### src/rtl/tlp_stream_packer_pkg.sv
// Shared types and constants for the TLP stream packer and its FIFO.
package tlp_stream_packer_pkg;

  typedef enum logic [1:0] {
    IDLE = 2'd0,
    HDR  = 2'd1,
    DATA = 2'd2
  } txState_t;

  localparam int HDR_PAD_W = 24;
  localparam int HDR_W     = 40;
  localparam int TX_W      = HDR_PAD_W + HDR_W;

  localparam int WORDS_PER_TLP_DEF = 15;
  localparam int DATA_DEPTH_DEF    = 64;
  localparam int HDR_DEPTH_DEF     = 4;

endpackage

### src/rtl/sync_fifo_rewind.sv
// Synchronous FIFO whose write pointer can be marked at a packet start and
// later rewound to that mark, discarding a partially written packet.
module sync_fifo_rewind #(
  parameter int DATA_W = 64,
  parameter int DEPTH  = 64
) (
  input  logic                     InputClock,
  input  logic                     rst,
  input  logic                     writeEnable,
  input  logic [DATA_W-1:0]        writeData,
  input  logic                     markStart,
  input  logic                     rewind,
  input  logic                     readEnable,
  output logic [DATA_W-1:0]        readData,
  output logic [$clog2(DEPTH):0]   count
);

  localparam int AW = $clog2(DEPTH);

  logic [DATA_W-1:0] mem [DEPTH];
  logic [AW:0]       wrPtr;
  logic [AW:0]       rdPtr;
  logic [AW:0]       markPtr;

  // Pointers carry one extra wrap bit so full and empty are distinguishable.
  always_ff @(posedge InputClock or posedge rst) begin
    if (rst) begin
      wrPtr   <= '0;
      rdPtr   <= '0;
      markPtr <= '0;
    end else begin
      if (rewind)
        wrPtr <= markPtr;
      else if (writeEnable)
        wrPtr <= wrPtr + 1'b1;
      if (markStart)
        markPtr <= wrPtr;
      if (readEnable)
        rdPtr <= rdPtr + 1'b1;
    end
  end

  always_ff @(posedge InputClock) begin
    if (writeEnable && !rewind)
      mem[wrPtr[AW-1:0]] <= writeData;
  end

  assign readData = mem[rdPtr[AW-1:0]];
  assign count    = wrPtr - rdPtr;

endmodule

### src/rtl/tlp_stream_packer.sv
// Buffers whole packets (data words plus trailing header) and replays them
// downstream as header beat followed by data beats, dropping what cannot fit.
module tlp_stream_packer
  import tlp_stream_packer_pkg::*;
#(
  parameter int WORDS_PER_TLP = WORDS_PER_TLP_DEF,
  parameter int DATA_DEPTH    = DATA_DEPTH_DEF,
  parameter int HDR_DEPTH     = HDR_DEPTH_DEF
) (
  input  logic              InputClock,
  input  logic              rst,
  input  logic [TX_W-1:0]   TLPData,
  input  logic              DataWriteEnable,
  input  logic [HDR_W-1:0]  TLPHeader,
  input  logic              HeaderWriteEnable,
  input  logic              Enable,
  input  logic              ClearStats,
  output logic [TX_W-1:0]   TxData,
  output logic              TxValid,
  output logic              TxSop,
  output logic              TxEop,
  input  logic              TxReady,
  output logic [15:0]       DroppedPackets,
  output logic [7:0]        SyncErrors
);

  localparam int DAW  = $clog2(DATA_DEPTH);
  localparam int HAW  = $clog2(HDR_DEPTH);
  localparam int IDXW = $clog2(WORDS_PER_TLP + 1);

  localparam logic [IDXW-1:0] LAST_IDX      = IDXW'(WORDS_PER_TLP - 1);
  localparam logic [DAW:0]    WORDS_W       = (DAW + 1)'(WORDS_PER_TLP);
  localparam logic [DAW:0]    DATA_DEPTH_W  = (DAW + 1)'(DATA_DEPTH);
  localparam logic [HAW:0]    HDR_DEPTH_W   = (HAW + 1)'(HDR_DEPTH);

  function automatic logic [15:0] satInc16(input logic [15:0] v);
    return (v == 16'hFFFF) ? v : v + 16'd1;
  endfunction

  function automatic logic [7:0] satInc8(input logic [7:0] v);
    return (v == 8'hFF) ? v : v + 8'd1;
  endfunction

  logic [IDXW-1:0]  wordIdx;
  logic             accept;
  logic [DAW:0]     dataCount;
  logic [HAW:0]     hdrCount;
  logic [TX_W-1:0]  dataHead;
  logic [HDR_W-1:0] hdrHead;
  logic             dataPop;
  logic             hdrPop;

  logic [DAW:0] dataFree;
  logic         hdrRoom;
  logic         atLast;
  logic         pktStart;
  logic         startAccept;
  logic         curAccept;
  logic         goodEnd;
  logic         syncErr;
  logic         dataWrite;
  logic         dataRewind;
  logic         hdrWrite;
  logic         dropPkt;

  // Admission check: space freed by this cycle's pop counts as available.
  assign dataFree    = DATA_DEPTH_W - dataCount + {{DAW{1'b0}}, dataPop};
  assign hdrRoom     = (hdrCount != HDR_DEPTH_W) || hdrPop;
  assign atLast      = (wordIdx == LAST_IDX);
  assign pktStart    = DataWriteEnable && (wordIdx == '0);
  assign startAccept = Enable && (dataFree >= WORDS_W) && hdrRoom;
  assign curAccept   = pktStart ? startAccept : accept;

  // A header is only legal together with the final data word; a header
  // without data, or a final word without header, breaks the packet.
  assign goodEnd     = DataWriteEnable && HeaderWriteEnable && atLast;
  assign syncErr     = (HeaderWriteEnable && !goodEnd) ||
                       (DataWriteEnable && atLast && !HeaderWriteEnable);
  assign dataWrite   = DataWriteEnable && curAccept && !syncErr;
  assign dataRewind  = syncErr && (wordIdx != '0);
  assign hdrWrite    = goodEnd && curAccept;
  assign dropPkt     = goodEnd && !curAccept;

  always_ff @(posedge InputClock or posedge rst) begin
    if (rst) begin
      wordIdx <= '0;
      accept  <= 1'b0;
    end else begin
      if (syncErr)
        wordIdx <= '0;
      else if (DataWriteEnable)
        wordIdx <= atLast ? '0 : wordIdx + 1'b1;
      if (pktStart)
        accept <= startAccept;
    end
  end

  always_ff @(posedge InputClock or posedge rst) begin
    if (rst) begin
      DroppedPackets <= '0;
      SyncErrors     <= '0;
    end else if (ClearStats) begin
      DroppedPackets <= '0;
      SyncErrors     <= '0;
    end else begin
      if (dropPkt)
        DroppedPackets <= satInc16(DroppedPackets);
      if (syncErr)
        SyncErrors <= satInc8(SyncErrors);
    end
  end

  sync_fifo_rewind #(
    .DATA_W (TX_W),
    .DEPTH  (DATA_DEPTH)
  ) dataFifo (
    .InputClock  (InputClock),
    .rst         (rst),
    .writeEnable (dataWrite),
    .writeData   (TLPData),
    .markStart   (pktStart),
    .rewind      (dataRewind),
    .readEnable  (dataPop),
    .readData    (dataHead),
    .count       (dataCount)
  );

  sync_fifo_rewind #(
    .DATA_W (HDR_W),
    .DEPTH  (HDR_DEPTH)
  ) hdrFifo (
    .InputClock  (InputClock),
    .rst         (rst),
    .writeEnable (hdrWrite),
    .writeData   (TLPHeader),
    .markStart   (1'b0),
    .rewind      (1'b0),
    .readEnable  (hdrPop),
    .readData    (hdrHead),
    .count       (hdrCount)
  );

  txState_t        state;
  txState_t        nextState;
  logic [IDXW-1:0] beatCnt;

  always_ff @(posedge InputClock or posedge rst) begin
    if (rst) begin
      state   <= IDLE;
      beatCnt <= '0;
    end else begin
      state <= nextState;
      if (hdrPop)
        beatCnt <= '0;
      else if (dataPop)
        beatCnt <= beatCnt + 1'b1;
    end
  end

  // Outputs depend only on state and FIFO heads, so they hold while stalled.
  always_comb begin
    nextState = state;
    TxValid   = 1'b0;
    TxSop     = 1'b0;
    TxEop     = 1'b0;
    TxData    = '0;
    hdrPop    = 1'b0;
    dataPop   = 1'b0;
    case (state)
      IDLE: begin
        if (hdrCount != '0)
          nextState = HDR;
      end
      HDR: begin
        TxValid = 1'b1;
        TxSop   = 1'b1;
        TxData  = {{HDR_PAD_W{1'b0}}, hdrHead};
        if (TxReady) begin
          hdrPop    = 1'b1;
          nextState = DATA;
        end
      end
      DATA: begin
        TxValid = 1'b1;
        TxData  = dataHead;
        TxEop   = (beatCnt == LAST_IDX);
        if (TxReady) begin
          dataPop = 1'b1;
          if (beatCnt == LAST_IDX)
            nextState = (hdrCount != '0) ? HDR : IDLE;
        end
      end
      default: nextState = IDLE;
    endcase
  end

endmodule

### config.mk
export PLATFORM = sky130hd
export DESIGN_NAME = tlp_stream_packer
export DESIGN_NICKNAME = d
export VERILOG_FILES = /design/src/rtl/tlp_stream_packer_pkg.sv /design/src/rtl/sync_fifo_rewind.sv /design/src/rtl/tlp_stream_packer.sv
export SDC_FILE = /design/constraint.sdc
export NUM_CORES = 2
export LEC_CHECK = 0
export ABC_AREA = 0
export CAP_MARGIN = 20
export CORE_MARGIN = 2
export CORE_UTILIZATION = 50
export CTS_CLUSTER_DIAMETER = 200
export DETAILED_ROUTE_END_ITERATION = 8
export PLACE_DENSITY_LB_ADDON = 0.08
export REMOVE_ABC_BUFFERS = 1
export SETUP_SLACK_MARGIN = 0.15
export SYNTH_ARGS = -nofsm -noshare
export SYNTH_HDL_FRONTEND = slang
export SYNTH_MEMORY_MAX_BITS = 65536
export SYNTH_SLANG_ARGS = --single-unit
### constraint.sdc
create_clock -name InputClock -period 13.7 [get_ports InputClock]
set_input_delay 1.37 -clock InputClock [delete_from_list [all_inputs] [get_ports InputClock]]
set_output_delay 1.37 -clock InputClock [all_outputs]
set_load 0.05 [all_outputs]
Word-level counts from Yosys, hierarchy flattened
Memories as Yosys holds them, arrays and structs flattened.
Cells that the tools add are included.

word-level totals
  flip-flop bits (word level) = 62
  bits in writable memories = 4256
  bits of input ports = 111
  output and inout bits = 91
  word-level logic and storage cells = 104
  memories kept = 2

cells by class
  add/subtract/negate cells = 12
  magnitude comparators = 1
  eq/ne operators = 13
  mux-type cells = 31
  reductions and logical operators = 34

memories
  name          depth  width  rd ports  clocked after Yosys merged registers in  wr ports  line                    source
  dataFifo.mem  64     64     1         0                                        1         sync_fifo_rewind.sv:20  logic [DATA_W-1:0] mem [DEPTH];
  hdrFifo.mem   4      40     1         0                                        1         sync_fifo_rewind.sv:20

operator list
  operator                                                           count
  one-hot mux 64 bit (2 select lines)                                1
  two-way mux 16 bit                                                 3
  two-way mux 8 bit                                                  3
  two-way mux 4 bit                                                  5
  adder 16 x 1 -> 16 bit, second input constant                      1
  equality test 16 bit, second input constant                        1
  adder 7 x 1 -> 7 bit, second input constant                        2
  logical AND 1 bit                                                  14
  two-way mux 7 bit                                                  2
  two-way mux 1 bit                                                  12
  != test 2 bit, second input constant                               6
  nonzero test 2 bit                                                 5
  adder 4 x 1 -> 4 bit, second input constant                        2
  adder 8 x 1 -> 8 bit, second input constant                        1
  equality test 4 bit, second input constant                         2
  equality test 8 bit, second input constant                         1
  two-way mux 2 bit                                                  4
  adder 7 x 1 -> 7 bit                                               1
  greater-or-equal comparator 7 x 4 -> 1 bit, second input constant  1
  subtractor 7 bit                                                   1
  subtractor 7 bit, first input constant                             1
  adder 3 x 1 -> 3 bit, second input constant                        2
  one-hot mux 2 bit (3 select lines)                                 1
  logical NOT 1 bit                                                  5
  other kinds (12)                                                   14

Logic depth before layout (Yosys ltp)
  word-level depth = 12
  gate-level depth with buffers = 17
  gate-level depth less buffers = 14

Modules after synthesis
A second synthesis with hierarchy kept.

unflattened totals
  cell total of the unflattened synthesis = 7550
  area, all modules = 165998.0 sq um

modules (own cells, without submodules)
  module                        times used  cells an instance  area each (sq um)  sequential area each (sq um)
  sync_fifo_rewind at dataFifo  1           6931               156730.3           123523.5
  sync_fifo_rewind at hdrFifo   1           255                6344.8             5029.8
  tlp_stream_packer             1           364                2922.8             875.8

Worst setup path before layout
OpenSTA, ideal clock, no wires.

  kind = input port to flip-flop
  start point = input port TxReady
  end point = memory dataFifo.mem[43][0], enable pin
  setup time = 645 ps
  arrival time = 10325 ps
  required time = 13055 ps
  slack = 2730 ps
  stages on the path = 14
  path buffers = 3
  cell sequence = clkbuf_1 -> nand2_1 -> ha_1 -> inv_1 -> ha_1 -> fa_1 -> xor2_1 -> and3_1 -> a211oi_1 -> o31a_1 -> a311o_1 -> buf_2 -> clkbuf_1 -> nor4_1

between the ends
  cells in the longest elaborated chain, start to end = 12
  elaborated cells on any way between the ends = 14
  those cells by class = add/sub (1); order compare (1); mux (6); reduce/logical (6)

RTL lines
  element                                     line                                                source
  start, declared                             tlp_stream_packer.sv:22                             input logic TxReady,
  two-way mux 1 bit *                         tlp_stream_packer.sv:178, tlp_stream_packer.sv:187
  two-way mux 1 bit                           tlp_stream_packer.sv:169                            case (state)
  adder 7 x 1 -> 7 bit                        tlp_stream_packer.sv:67                             assign dataFree = DATA_DEPTH_W - dataCount + {{DAW{1'b0}}, dataPop};
  greater-or-equal comparator 7 x 4 -> 1 bit  tlp_stream_packer.sv:71                             assign startAccept = Enable && (dataFree >= WORDS_W) && hdrRoom;
  logical AND 1 bit                           tlp_stream_packer.sv:71
  logical AND 1 bit *                         tlp_stream_packer.sv:71
  two-way mux 1 bit *                         --
  logical AND 1 bit * (2 in series)           tlp_stream_packer.sv:79                             assign dataWrite = DataWriteEnable && curAccept && !syncErr;
  logical AND 1 bit *                         sync_fifo_rewind.sv:44                              if (writeEnable && !rewind)
  two-way mux 1 bit *                         sync_fifo_rewind.sv:44
  two-way mux 1 bit (not written as such) *   sync_fifo_rewind.sv:45                              mem[wrPtr[AW-1:0]] <= writeData;
  end, declared                               sync_fifo_rewind.sv:20

Mark *: on every way between the ends. The rest lies on a longest branch, timed or not.

Worst setup path in the final report
  start point = register dataFifo.rdPtr[2]
  end point = output port TxData[35]

between the ends
  cells in the longest elaborated chain, start to end = 2

RTL lines
  element                              line                      source
  start, declared                      sync_fifo_rewind.sv:22    logic [AW:0] rdPtr;
  start signal, assigned               sync_fifo_rewind.sv:39    rdPtr <= rdPtr + 1'b1;
  memory read (64 x 64 bit)            --
  one-hot mux 64 bit (2 select lines)  tlp_stream_packer.sv:169
  end, declared                        tlp_stream_packer.sv:18   output logic [TX_W-1:0] TxData,

No other way between the ends.

==> reports/metrics.yaml <==
grt:
  antenna_found_initial: 29
  grt_max_degree: 94
  grtUsageMet2_pct: 43.4
  gr-max-usage-layer: "met2"
  grt_pass1_vias: 80300
  grt_util_all_layers_pct: 27.3
  grt_first_pass_wirelength_mm: 641
  met1_usage_pct: 40.3
  gr-total-overflow: 0
  grt.met3_usage_pct: 3.93
clock_tree:
  clk_pin_slew_ns: 0.06
  post-cts-setup-buffers: 0
  cts_hold_buffers: 0
  htree_levels: 5
  cts_resized: 0
  cts_tree: "built"
  cts.sinks: 4318
  cts_buffers: 440
  cts.path.max_buffers: 4
  clockRootBuffer: "clkbuf_16"
  insertion_delay_ns: 0.99
worst_setup_path:
  worstPathArrival_ns: 6.67
  critPathLaunchType: "flop"
  path_max_fanout: 57
  cp.required_ns: 12.33
  r2r_end: "dataFifo.mem[7][26]"
  rr_startpoint: "state[0]"
  critPathKind: "reg2out"
  r2r_cells: 16
  cp-end-kind: "output pin"
  ff2ff_setup_slack_ns: 6.90
floorplan:
  dieArea_mm2: 0.337
  std_cell_rows: 211
  num_io_pins: 202
  fp.dieW_um: 581
  die_h_um: 581
  coreArea_mm2: 0.331
  initial_core_util_pct: 50.3
synthesis:
  synthTopCellsByArea: "edfxtp_1 77%, mux4_2 16%, mux2i_1 1.6%, dfrtp_1 0.93%, buf_2 0.43%"
  yosysWarnings: 0
  yosysUniqueCellTypes: 65
  synth_edf_count: 4256
  avgSynthCellArea_um2: 23.4
  ys_seq_elements: 4318
  yosysSeqAreaShare_pct: 77.8
  synthFlopType: "edfxtp_1"
  synthCells: 7107
  yosysTopAreaCellShare_pct: 76.8
  synth_area_mm2: 0.166
  synthArstFlopShare_pct: 1.44
  synth_top_area_cell: "edfxtp_1"
sta:
  fin_tns_setup_ns: 0
  hold_violations: 0
  rsz0062_at_grt: "no"
  clock_skew_ns: 0.0553
  drv_slew: 0
  final.period_utilization_pct: 58.7
  worst_slack_ns: 5.66
  slew_headroom_pct: 21.9
  max_freq_ghz: 0.124
  worstMarginPinSlew_ns: 1.17
  setup_viol: 0
  fin_crit_ns: 8.04
layout:
  drive_gt1_share_pct: 28.6
  nets: 7823
  final_common_cell: "edfxtp_1"
  final_cell_mix: "4256 x edfxtp_1, 1161 x mux4_2, 446 x clkbuf_16, 261 x mux2i_1, 245 x buf_4"
  nFillCells: 24100
  final_cell_area_mm2: 0.189
  area_growth_pct: 13.8
  fin_cells: 12400
power_and_ir_drop:
  p_sw_mw: 10.3
  power_leakage_nw: 59.3
  p_seq_share_pct: 41.4
  clock_power_share_pct: 32.8
  p_int_mw: 25.5
  peakVddDrop_uv: 155
  swShare_pct: 28.8
  p_per_area_mw_per_mm2: 189
  comb_power_share_pct: 25.8
route:
  drtPass1Iterations: 6
  viasPerCell: 6.42
  drt_iter0_drc: 10000
  route.vias.total: 79700
  wl_per_cell_um: 37.0
  ant_nets: 0
  routed_wl_mm: 460
  drc: 0
min_path:
  worstHoldPathType: "reg2reg"
  worst_hold_startpoint: "dataFifo.markPtr[0]"
  hold_end: "dataFifo.wrPtr[0]"
  hold_path_depth: 2
outcome:
  status: "finished clean"
place:
  dp_slack_ns: 5.71
  place_inst: 11600
  io_buffers: 201
  hpwlAfterDp_mm: 256
  place.gp.congestion: 0.819
  postPlaceCellArea_mm2: 0.174
job:
  maxCapViolCount: 0
## flip-flops by register name, indices dropped and copies added (netlist names)
| signal | count |
|---|---|
| DroppedPackets | 16 |
| hdrFifo.wrPtr | 3 |
| dataFifo.rdPtr | 7 |
| beatCnt | 4 |
| dataFifo.wrPtr | 7 |
| hdrFifo.rdPtr | 3 |
| wordIdx | 4 |
| dataFifo.markPtr | 7 |
| hdrFifo.mem | 160 |
| state | 2 |
| accept | 1 |
| dataFifo.mem | 4096 |
| SyncErrors | 8 |
## cell type report
cell class | instances | area (µm²) | share of cell area [%]
sequential | 4318 | 129000 | 68.4
multi-input combinational | 2379 | 35300 | 18.7
clock buffer | 527 | 11400 | 6.05
tap | 4366 | 5460 | 2.89
timing repair buffer | 515 | 4990 | 2.64
clock inverter | 281 | 2530 | 1.34
inverter | 25 | 109 | 0.0575
antenna | 5 | 12.5 | 0.00661
## power by group through the flow
stage / Sequential (mW) / Clock [mW] / Combinational [mW]
final: 14.8 / 11.7 / 9.23
after global routing: 14.8 / 12.4 / 9.75
after global placement: 15.1 / 0 / 9.28
after floorplan: 15.8 / 0 / 9.54
after detailed placement: 15.1 / 0 / 9.30
after CTS: 14.8 / 11.9 / 9.33
## layer usage
metal  wire length (µm)  vias up
li1                   -    31700
met1             194000    44100
met2             222000     3269
met3              33000      584
met4              11100        8
met5                 53        -
## critical path, stage by stage, from the launching register on
cell and delay, ns:
dfrtp_4 0.76, buf_4 0.71, buf_4 0.83, buf_4 0.76
mux4_2 0.43, mux4_2 0.51, a22o_1 0.24, a21oi_1 0.16
o21ai_1 0.16, clkdlybuf4s50_1 0.76
## synth_stat cells, types with 12 or more instances
cell      count
a211oi_1     73
a21oi_1     110
a22oi_1      50
and2_1       19
buf_1        37
buf_2       143
buf_4        65
buf_6        21
clkbuf_1    119
dfrtp_1      62
edfxtp_1   4256
ha_1         32
inv_1        21
mux2_2       48
mux2i_1     261
mux4_2     1161
nand2_1     115
nand2b_1     13
nand3_1      39
nand4_1      12
nor2_1       99
nor2b_1      42
nor4_1       34
o211ai_1     28
o21ai_0      59
o22ai_1      21
or3_1        12
xnor2_1      13
xor2_1       12
## through the flow
stage	power [mW]	utilization (%)	hold slack (ns)
2_1_floorplan	25.3	-	0.446
3_3_place_gp	24.4	52.6	0.471
3_5_place_dp	24.4	52.7	0.480
4_1_cts	36.1	56.9	0.495
5_1_grt	37.0	57.2	0.506
6_report	35.8	57.2	0.490
## cells by family after synthesis
kind of cell               after synthesis  share of synthesized area, %
adders and majority gates               33                         0.253
buffers and inverters                  410                          1.27
xor gates and xnor gates                25                         0.132
and+or+nand+nor                        424                          1.25
AOI/OAI and AO/OA                      427                          1.69
DFF                                   4318                          77.8
muxes                                 1470                          17.6
## how the worst max path moves through the flow
stage,slack (ns),to,cells after the start,start
floorplan,-32.96,dataFifo.mem[43][0],8,dataFifo.rdPtr[0]
global placement,5.62,dataFifo.mem[6][26],15,TxReady
detailed placement,5.71,dataFifo.mem[6][8],15,TxReady
CTS,5.55,TxData[59],10,dataFifo.rdPtr[2]
global route,5.35,TxData[49],9,dataFifo.rdPtr[0]
finish,5.66,TxData[35],9,dataFifo.rdPtr[2]
(Power assumes the default switching activity.)
